==> config.mk <==
export PLATFORM = sky130hd
export DESIGN_NAME = ws2812_serializer
export DESIGN_NICKNAME = d
export VERILOG_FILES = /design/src/rtl/ws2812_serializer.sv
export SDC_FILE = /design/constraint.sdc
export NUM_CORES = 1
export LEC_CHECK = 0
export BUFFER_PORTS_ARGS = -buffer_cell sky130_fd_sc_hd__buf_2
export CORE_UTILIZATION = 30
export DETAILED_ROUTE_END_ITERATION = 6
export PLACE_DENSITY = 0.43
export SYNTH_ARGS = -nofsm -noshare
export SYNTH_HDL_FRONTEND = slang
export SYNTH_SLANG_ARGS = --single-unit
==> constraint.sdc <==
create_clock -name clk -period 11 [get_ports clk]
set_input_delay 0.55 -clock clk [delete_from_list [all_inputs] [get_ports clk]]
set_output_delay 0.55 -clock clk [all_outputs]
set_load 0.05 [all_outputs]
==> src/rtl/ws2812_serializer.sv <==
// WS2812 one-wire NRZ serialiser: walks current_led over the strip and streams GRB words MSB first.
// Build macro WS2812_DIM_EN: each captured channel is right-shifted by DIM_SHIFT before sending.
module ws2812_serializer #(
   parameter int MAX_POS       = 16,
   parameter int T0H_CYCLES    = 20,
   parameter int T1H_CYCLES    = 40,
   parameter int BIT_CYCLES    = 62,
   parameter int LATCH_CYCLES  = 15000,
   parameter int LOOKUP_CYCLES = 2,
   parameter int DIM_SHIFT     = 2
) (
   input  logic                       clk,
   input  logic                       reset,
   input  logic                       update_frame,
   input  logic [7:0]                 led_green_intensity,
   input  logic [7:0]                 led_red_intensity,
   input  logic [7:0]                 led_blue_intensity,
   output logic [$clog2(MAX_POS)-1:0] current_led,
   output logic                       data_out,
   output logic                       busy,
   output logic                       frame_done
);
   localparam int LED_W     = $clog2(MAX_POS);
   localparam int CNT_MAX_A = (BIT_CYCLES > LATCH_CYCLES) ? BIT_CYCLES : LATCH_CYCLES;
   localparam int CNT_MAX   = (CNT_MAX_A > LOOKUP_CYCLES) ? CNT_MAX_A : LOOKUP_CYCLES;
   localparam int CNT_W     = $clog2(CNT_MAX + 1);
   localparam logic [LED_W-1:0] LAST_LED = LED_W'(MAX_POS - 1);

   localparam logic [1:0] ST_IDLE  = 2'd0;
   localparam logic [1:0] ST_LOAD  = 2'd1;
   localparam logic [1:0] ST_SEND  = 2'd2;
   localparam logic [1:0] ST_LATCH = 2'd3;

   if (BIT_CYCLES <= T1H_CYCLES || T0H_CYCLES < 1 || LOOKUP_CYCLES < 1 ||
       DIM_SHIFT < 0 || DIM_SHIFT > 7) begin : g_bad_params
      $error("ws2812_serializer: inconsistent timing or DIM_SHIFT parameters");
   end

   logic [1:0]       state;
   logic [CNT_W-1:0] cnt, cnt_inc, high_len;
   logic [4:0]       bit_idx;
   logic [LED_W-1:0] led_pos;
   logic             pending;
   logic [23:0]      shreg, prefetch, word;
   logic             load_done, bit_start, bit_end, last_led;

   function automatic logic [7:0] chan(input logic [7:0] v);
`ifdef WS2812_DIM_EN
      chan = v >> DIM_SHIFT;
`else
      chan = v;
`endif
   endfunction

   assign word      = {chan(led_green_intensity), chan(led_red_intensity), chan(led_blue_intensity)};
   assign cnt_inc   = cnt + CNT_W'(1);
   assign high_len  = shreg[23] ? CNT_W'(T1H_CYCLES) : CNT_W'(T0H_CYCLES);
   assign load_done = (state == ST_LOAD) && (cnt == CNT_W'(LOOKUP_CYCLES - 1));
   assign bit_start = (state == ST_SEND) && (cnt == '0);
   assign bit_end   = (state == ST_SEND) && (cnt == CNT_W'(BIT_CYCLES - 1));
   assign last_led  = (led_pos == LAST_LED);

   // Word registers: prefetch is sampled at bit 0 so LED boundaries cost no cycles
   always_ff @(posedge clk) begin
      if (load_done)
         shreg <= word;
      else if (bit_end)
         shreg <= (bit_idx == 5'd0) ? prefetch : {shreg[22:0], 1'b0};
      if (bit_start && bit_idx == 5'd0 && !last_led)
         prefetch <= word;
   end

   always_ff @(posedge clk or posedge reset) begin
      if (reset) begin
         state       <= ST_IDLE;
         cnt         <= '0;
         bit_idx     <= '0;
         led_pos     <= '0;
         current_led <= '0;
         pending     <= 1'b0;
         data_out    <= 1'b0;
         busy        <= 1'b0;
         frame_done  <= 1'b0;
      end else begin
         frame_done <= 1'b0;
         if (busy && update_frame)
            pending <= 1'b1;
         case (state)
            ST_IDLE: begin
               current_led <= '0;
               led_pos     <= '0;
               cnt         <= '0;
               if (update_frame) begin
                  state <= ST_LOAD;
                  busy  <= 1'b1;
               end
            end
            ST_LOAD: begin
               if (load_done) begin
                  cnt      <= '0;
                  bit_idx  <= 5'd23;
                  data_out <= 1'b1;
                  state    <= ST_SEND;
               end else
                  cnt <= cnt_inc;
            end
            ST_SEND: begin
               // Advance the core's index one LED ahead; it has ~23 bit periods to settle
               if (bit_start && bit_idx == 5'd23 && !last_led)
                  current_led <= led_pos + LED_W'(1);
               if (bit_end) begin
                  cnt <= '0;
                  if (bit_idx != 5'd0) begin
                     bit_idx  <= bit_idx - 5'd1;
                     data_out <= 1'b1;
                  end else if (!last_led) begin
                     bit_idx  <= 5'd23;
                     led_pos  <= led_pos + LED_W'(1);
                     data_out <= 1'b1;
                  end else begin
                     data_out    <= 1'b0;
                     current_led <= '0;
                     led_pos     <= '0;
                     state       <= ST_LATCH;
                  end
               end else begin
                  cnt      <= cnt_inc;
                  data_out <= (cnt_inc < high_len);
               end
            end
            ST_LATCH: begin
               data_out <= 1'b0;
               if (cnt == CNT_W'(LATCH_CYCLES - 1)) begin
                  cnt        <= '0;
                  frame_done <= 1'b1;
                  pending    <= 1'b0;
                  if (pending || update_frame)
                     state <= ST_LOAD;
                  else begin
                     state <= ST_IDLE;
                     busy  <= 1'b0;
                  end
               end else
                  cnt <= cnt_inc;
            end
            default: state <= ST_IDLE;
         endcase
      end
   end
endmodule

==> results of run 1 <==
cell type report:
type                       instances  share of cell area [%]
multi-input combinational        254                   36.09
clock inverter                     6                  0.8770
tap                              176                   4.677
clock buffer                       9                   4.783
sequential                        81                   48.15
timing repair buffer              37                   4.146
inverter                          16                   1.276
power breakdown:
group          leakage, uW  switching, uW  total [uW]  internal, uW
combinational      0.00102           5.51        9.12          3.61
sequential        0.000871              0         321           321
clock             0.000126            123         275           152
worst min-delay path, delay by kind of cell:
kind,cells,cell delay [ns]
buf+inv,3,0.52
worst max path at each step:
stage,startpoint,cells past startpoint,end,slack [ns]
6_report,cnt[1],6,shreg[21],7.82
5_1_grt,cnt[1],6,shreg[21],7.33
4_1_cts,cnt[1],6,shreg[22],7.74
3_5_place_dp,cnt[1],6,shreg[9],7.77
3_3_place_gp,cnt[1],6,shreg[9],7.88
2_1_floorplan,cnt[2],4,prefetch[0],6.71
flip-flops by register name, summed over array words and instances, names as in the netlist:
name / flops
pending: 1
current_led: 4
state: 2
frame_done: 1
bit_idx: 5
led_pos: 4
cnt: 14
prefetch: 24
shreg: 24
busy: 1
data_out: 1
kinds of logic after synthesis:
group / count (synthesis) / share of synthesized area, %
buf+inv: 36 / 3.834
flops: 81 / 55.14
compound gates: 69 / 10.92
xor+xnor: 17 / 3.621
fa+ha+maj: 14 / 4.261
mux: 25 / 6.086
simple gates: 129 / 16.13
placed cells by master, fill, tap and decap left out, types with 4 or more instances in the layout:
cell type   n
nor3_1      7
a21oi_1    30
buf_4       4
or2_2       4
inv_1      16
ha_1       14
and4_1      4
nand3_1    10
dfrtp_1    33
mux2i_1    25
nand4_1     8
xnor2_1    16
o21ai_0    12
clkbuf_16   9
nor2_1     47
nand2b_1    4
nand2_1    21
edfxtp_1   48
a22o_1      5
buf_2      33
layer usage:
| layer | track usage [%] | wire (um) |
|---|---|---|
| met1 | 18.40 | 4422 |
| met3 | 3.448 | 254 |
| met5 | 0 | 0 |
| met2 | 18.82 | 3671 |
| met4 | 5.934 | 160 |
stage by stage:
stage	util, %	cells
2_1_floorplan	-	371
3_3_place_gp	33.41	564
3_5_place_dp	33.41	564
4_1_cts	35.41	579
5_1_grt	35.41	579
6_report	35.41	579
==> results.cfg, run 1 <==
[floorplanning]
rows = 42
dieArea_sq_um = 14180
io_pins = 34
dieHeight_um = 119.1
die_w_um = 119.1
core_area_sq_um = 13300
start_util_pct = 30.92

[logic_synthesis]
synth_edf_count = 48
synthCells = 371
yosys.cell_types.count = 52
ys_ff_latch = 81
ys_warn_count = 0
postSynth.asyncResetShare_pct = 40.74
ys_seq_area_share_pct = 55.14
synth_area_leaders = edfxtp_1 (35%), dfrtp_1 (20%), mux2i_1 (6.1%)
syn-cell-area_sq_um = 4111
yosysMostFrequentCell = edfxtp_1
synth.largest_area_cell = edfxtp_1
synth_common_cells = edfxtp_1 (48), nor2_1 (47), dfrtp_1 (33), a21oi_1 (30), mux2i_1 (25)
avgSynthCellArea_sq_um = 11.08
synth_fp_nets = 412
synth_ff_type = edfxtp_1
synth_top_area_share_pct = 35.06

[clock_tree]
cts_setup_buffers = 0
htree_levels = 3
postCtsHoldBufs = 0
cts_buffers = 9
clk_pin_slew_worst_paths_ns = 0.06
cts_sinks = 81
clockBufferDepth = 2
insertion_delay_ns = 0.35
cts_tree = done
cts-root-buf = clkbuf_16
ctsResizeCount = 0

[critical_path]
crit_family = simple AND/OR/NAND/NOR gates
reg2reg_to = shreg[21]
critPathSlowestCell = nand2_1
startpoint_type = register
reg2reg_depth = 6
path_cells = inv_1 > ha_1 > or4b_4 > nor4_1 > nand2_1 > nand2_1
r2r_setup_slack_ns = 7.82
cp_common_cell = nand2_1
r2r-start = cnt[1]
arrival_ns = 3.14
worstPathMaxFanout = 24
crit_path_max_incr_delay_ns = 0.83
critPathCaptureType = register
required_ns = 10.96
crit_buf_inv = 1
worstSetupPathType = register to register

[power]
cellLeakagePower_uw = 0.002016
total_power_uw = 605.1
power_density_nw_per_um2 = 128.5
vdd_ir_drop_max_uv = 76.93

[timing]
finalCritPeriodShare_pct = 28.92
period_minus_slack_ns = 3.181
maxClockFrequency_mhz = 314.4
grt_setup_unrepaired = false
maxSlewHeadroom_pct = 26.92
hold_violations = 0
final_max_slew_viol_count = 0
tns_ns = 0
fin_ws_ns = 7.819
skew_ns = 0.01155
fin_hold_ws_ns = 0.2976
final-setup-viol-count = 0
worst_pin_slew_ns = 1.094

[grt]
grt_max_degree = 49
overflow = 0
grt_pass1_vias = 2732
grt_use_total_pct = 13.14
grt_pass1_wl_um = 14190
grt_antenna_before_repair = 0

[place]
gp_congestion = 0.7807
portBuffers = 33
dpl-instance-area_sq_um = 4442
pre_cts_ws_ns = 7.766
hpwl_um = 5563

[cells_and_area]
syn2layout_area_growth_pct = 14.52
antenna_cells = 0
multi_input_area_sq_um = 1699
fin_nets = 440
drive_gt1_share_pct = 16.38
nFillCells = 1371
regArea_sq_um = 2267
finalInstanceArea_sq_um = 4708

[drt]
routed_wl_um = 8508
via_count = 2753
drc = 0
drtIter0Drc = 156
vias_per_cell = 4.755
final_antenna_net_count = 0
wl_per_cell_um = 14.69
drt_pass1_iterations = 4

[min_path]
min_path_type = primary input to async pin

[run]
maxCapViolations = 0

[status]
outcome = completed
Power figures use the tool's default switching activity.
==> inputs of run 2 (changes only) <==
- ABC_AREA: not set -> 1
- clock period: 11 -> 3 ns (I/O delays scaled with it)
==> results.cfg, run 2 <==
[critical_path]
arrival_ns = 2.60
crit_buf_inv = 2
cp_common_cell = nand2_1
startpoint_type = register
crit_family = simple AND/OR/NAND/NOR gates
worstPathMaxFanout = 7
critPathSlowestCell = dfrtp_1
crit_path_max_incr_delay_ns = 0.42
critPathCaptureType = register
r2r_setup_slack_ns = 0.67
required_ns = 3.27
path_cells = ha_1 > inv_1 > nor2_2 > xor2_1 > inv_1 > ha_1 > a21o_1 > nor2_1 > nand2_1 > nor2_1 > nand3_1 > nand2_1 > nand2_1 > a21oi_1
worstSetupPathType = register to register

[clock_tree]
cts_setup_buffers = 0
postCtsHoldBufs = 24
htree_levels = 3
ctsResizeCount = 0
clk_pin_slew_worst_paths_ns = 0.06
cts_tree = done
cts-root-buf = clkbuf_16
clockBufferDepth = 2
cts_sinks = 81
insertion_delay_ns = 0.34
cts_buffers = 9

[timing]
maxClockFrequency_mhz = 430.1
maxSlewHeadroom_pct = 66.79
tns_ns = 0
fin_hold_ws_ns = 0.01971
finalCritPeriodShare_pct = 77.51
final-setup-viol-count = 0
skew_ns = 0.005145
worst_pin_slew_ns = 0.4981
hold_violations = 0
period_minus_slack_ns = 2.325
final_max_slew_viol_count = 0
grt_setup_unrepaired = false

[grt]
grt_antenna_before_repair = 0
grt_use_total_pct = 14.47
grt_max_degree = 49
grt_pass1_vias = 3171
overflow = 0
grt_pass1_wl_um = 15910

[power]
swShare_pct = 36.66
power_density_nw_per_um2 = 716.5
p_int_uw = 2277
p_switching_uw = 1318
p_comb_share_pct = 31.1
vdd_ir_drop_max_uv = 342.1
seqPwrFrac_pct = 40.1
clkPwrFrac_pct = 28.8
cellLeakagePower_uw = 0.002175

[drt]
vias_per_cell = 4.644
routed_wl_um = 9359
wl_per_cell_um = 13.33
drtIter0Drc = 155
drt_pass1_iterations = 4
final_antenna_net_count = 0
drc = 0
via_count = 3260

[logic_synthesis]
synth_ff_type = edfxtp_1
yosysMostFrequentCell = nand2_1
postSynth.asyncResetShare_pct = 40.74
yosys.cell_types.count = 31
muxShareOfSynthArea_pct = 0
avgSynthCellArea_sq_um = 8.966
synth_fp_nets = 499
synth_common_cells = nand2_1 (120), nor2_1 (58), edfxtp_1 (48), inv_1 (48), dfrtp_1 (33)
synth_compound_area_share_pct = 8.562
synth-xor-area-share_pct = 1.280
synthCells = 458
synth_area_leaders = edfxtp_1 (35%), dfrtp_1 (20%), nand2_1 (11%)
ys_ff_latch = 81
synth_top_family_by_area = simple AND/OR/NAND/NOR gates
syn-cell-area_sq_um = 4106
synth_top_area_share_pct = 35.10
ys_seq_area_share_pct = 55.21
synth.largest_area_cell = edfxtp_1
ys_warn_count = 0
synthSimpleGateAreaFrac_pct = 24.71
synthAdderAreaFrac_pct = 4.266
synth_edf_count = 48

[place]
hpwl_um = 6217
gp_congestion = 0.8554
portBuffers = 33
place_inst = 662

[min_path]
min_path_type = primary input to register

[cells_and_area]
nFillCells = 1396
top_regs = prefetch x24, shreg x24, cnt x14
final_cells = 702
layout_common_cells = nand2_1 (120), nor2_1 (58), inv_1 (48), edfxtp_1 (48)
fin_nets = 562
mostFrequentLayoutCell = nand2_1
drive_gt1_share_pct = 13.69
syn2layout_area_growth_pct = 22.15
antenna_cells = 0

[floorplanning]
dieHeight_um = 119.0
io_pins = 34
start_util_pct = 30.89
dieArea_sq_um = 14160
die_w_um = 119.0
core_area_sq_um = 13300
rows = 42

[status]
outcome = completed

[run]
maxCapViolations = 0
[run 2: changes by cell type after synthesis, sizes merged, moves of 6 or more]
cell,delta
buf,-6
nor2,+18
a21oi,-19
nand2,+102
inv,+34
nand3,+15
xnor2,-16
a31oi,+24
mux2i,-25
[run 2: stage by stage]
step	power (uW)	worst slack, ns	cell area [sq um]	utilization (%)
floorplan	2302	0.3999	4121	-
global placement	2573	0.7813	4503	33.87
detailed placement	2577	0.6760	4503	33.87
CTS	3658	0.6422	5016	37.73
global route	3845	0.3773	5016	37.73
finish	3594	0.6747	5016	37.73
[run 2: cell families (layout without fill, tap and decap cells)]
group,after synthesis,count (layout)
AOI/OAI and AO/OA,61,61
DFF,81,81
adders and majority gates,14,14
and+or+nand+nor,235,235
buffers and inverters,61,129
xor gates and xnor gates,6,6
[run 2: layout make-up]
| class | count | area (sq um) | share of cell area (%) |
|---|---|---|---|
| multi-input combinational | 316 | 1618 | 32.25 |
| tap | 176 | 220.2 | 4.390 |
| sequential | 81 | 2267 | 45.20 |
| inverter | 50 | 187.7 | 3.742 |
| clock inverter | 6 | 43.79 | 0.8730 |
| clock buffer | 10 | 229.0 | 4.565 |
| timing repair buffer | 63 | 450.4 | 8.980 |
[run 2: worst paths after layout]
check                                 startpoint           to  cells past startpoint
hold reg to reg                       bit_idx[1]   bit_idx[1]                      1
hold / removal             led_blue_intensity[4]  prefetch[4]                      1
setup / recovery                          cnt[0]     data_out                     14
min in group asynchronous                  reset         busy                      4
setup reg to reg                          cnt[0]     data_out                     14
max in group asynchronous                  reset   bit_idx[1]                      4
[run 2: layer usage]
metal	track usage [%]	share of wire, %	vias up
li1	-	-	1671
met1	19.50	50	1504
met2	22.17	43	76
met3	4.598	4.9	9
met4	4.114	1.3	0
met5	0	0	-
[run 2: power by group through the flow]
stage | clock network (uW) | logic, uW | registers (uW)
4_1_cts | 1080 | 1140 | 1440
2_1_floorplan | 0 | 764 | 1540
3_3_place_gp | 0 | 1110 | 1460
6_report | 1040 | 1120 | 1440
3_5_place_dp | 0 | 1110 | 1470
5_1_grt | 1110 | 1270 | 1460
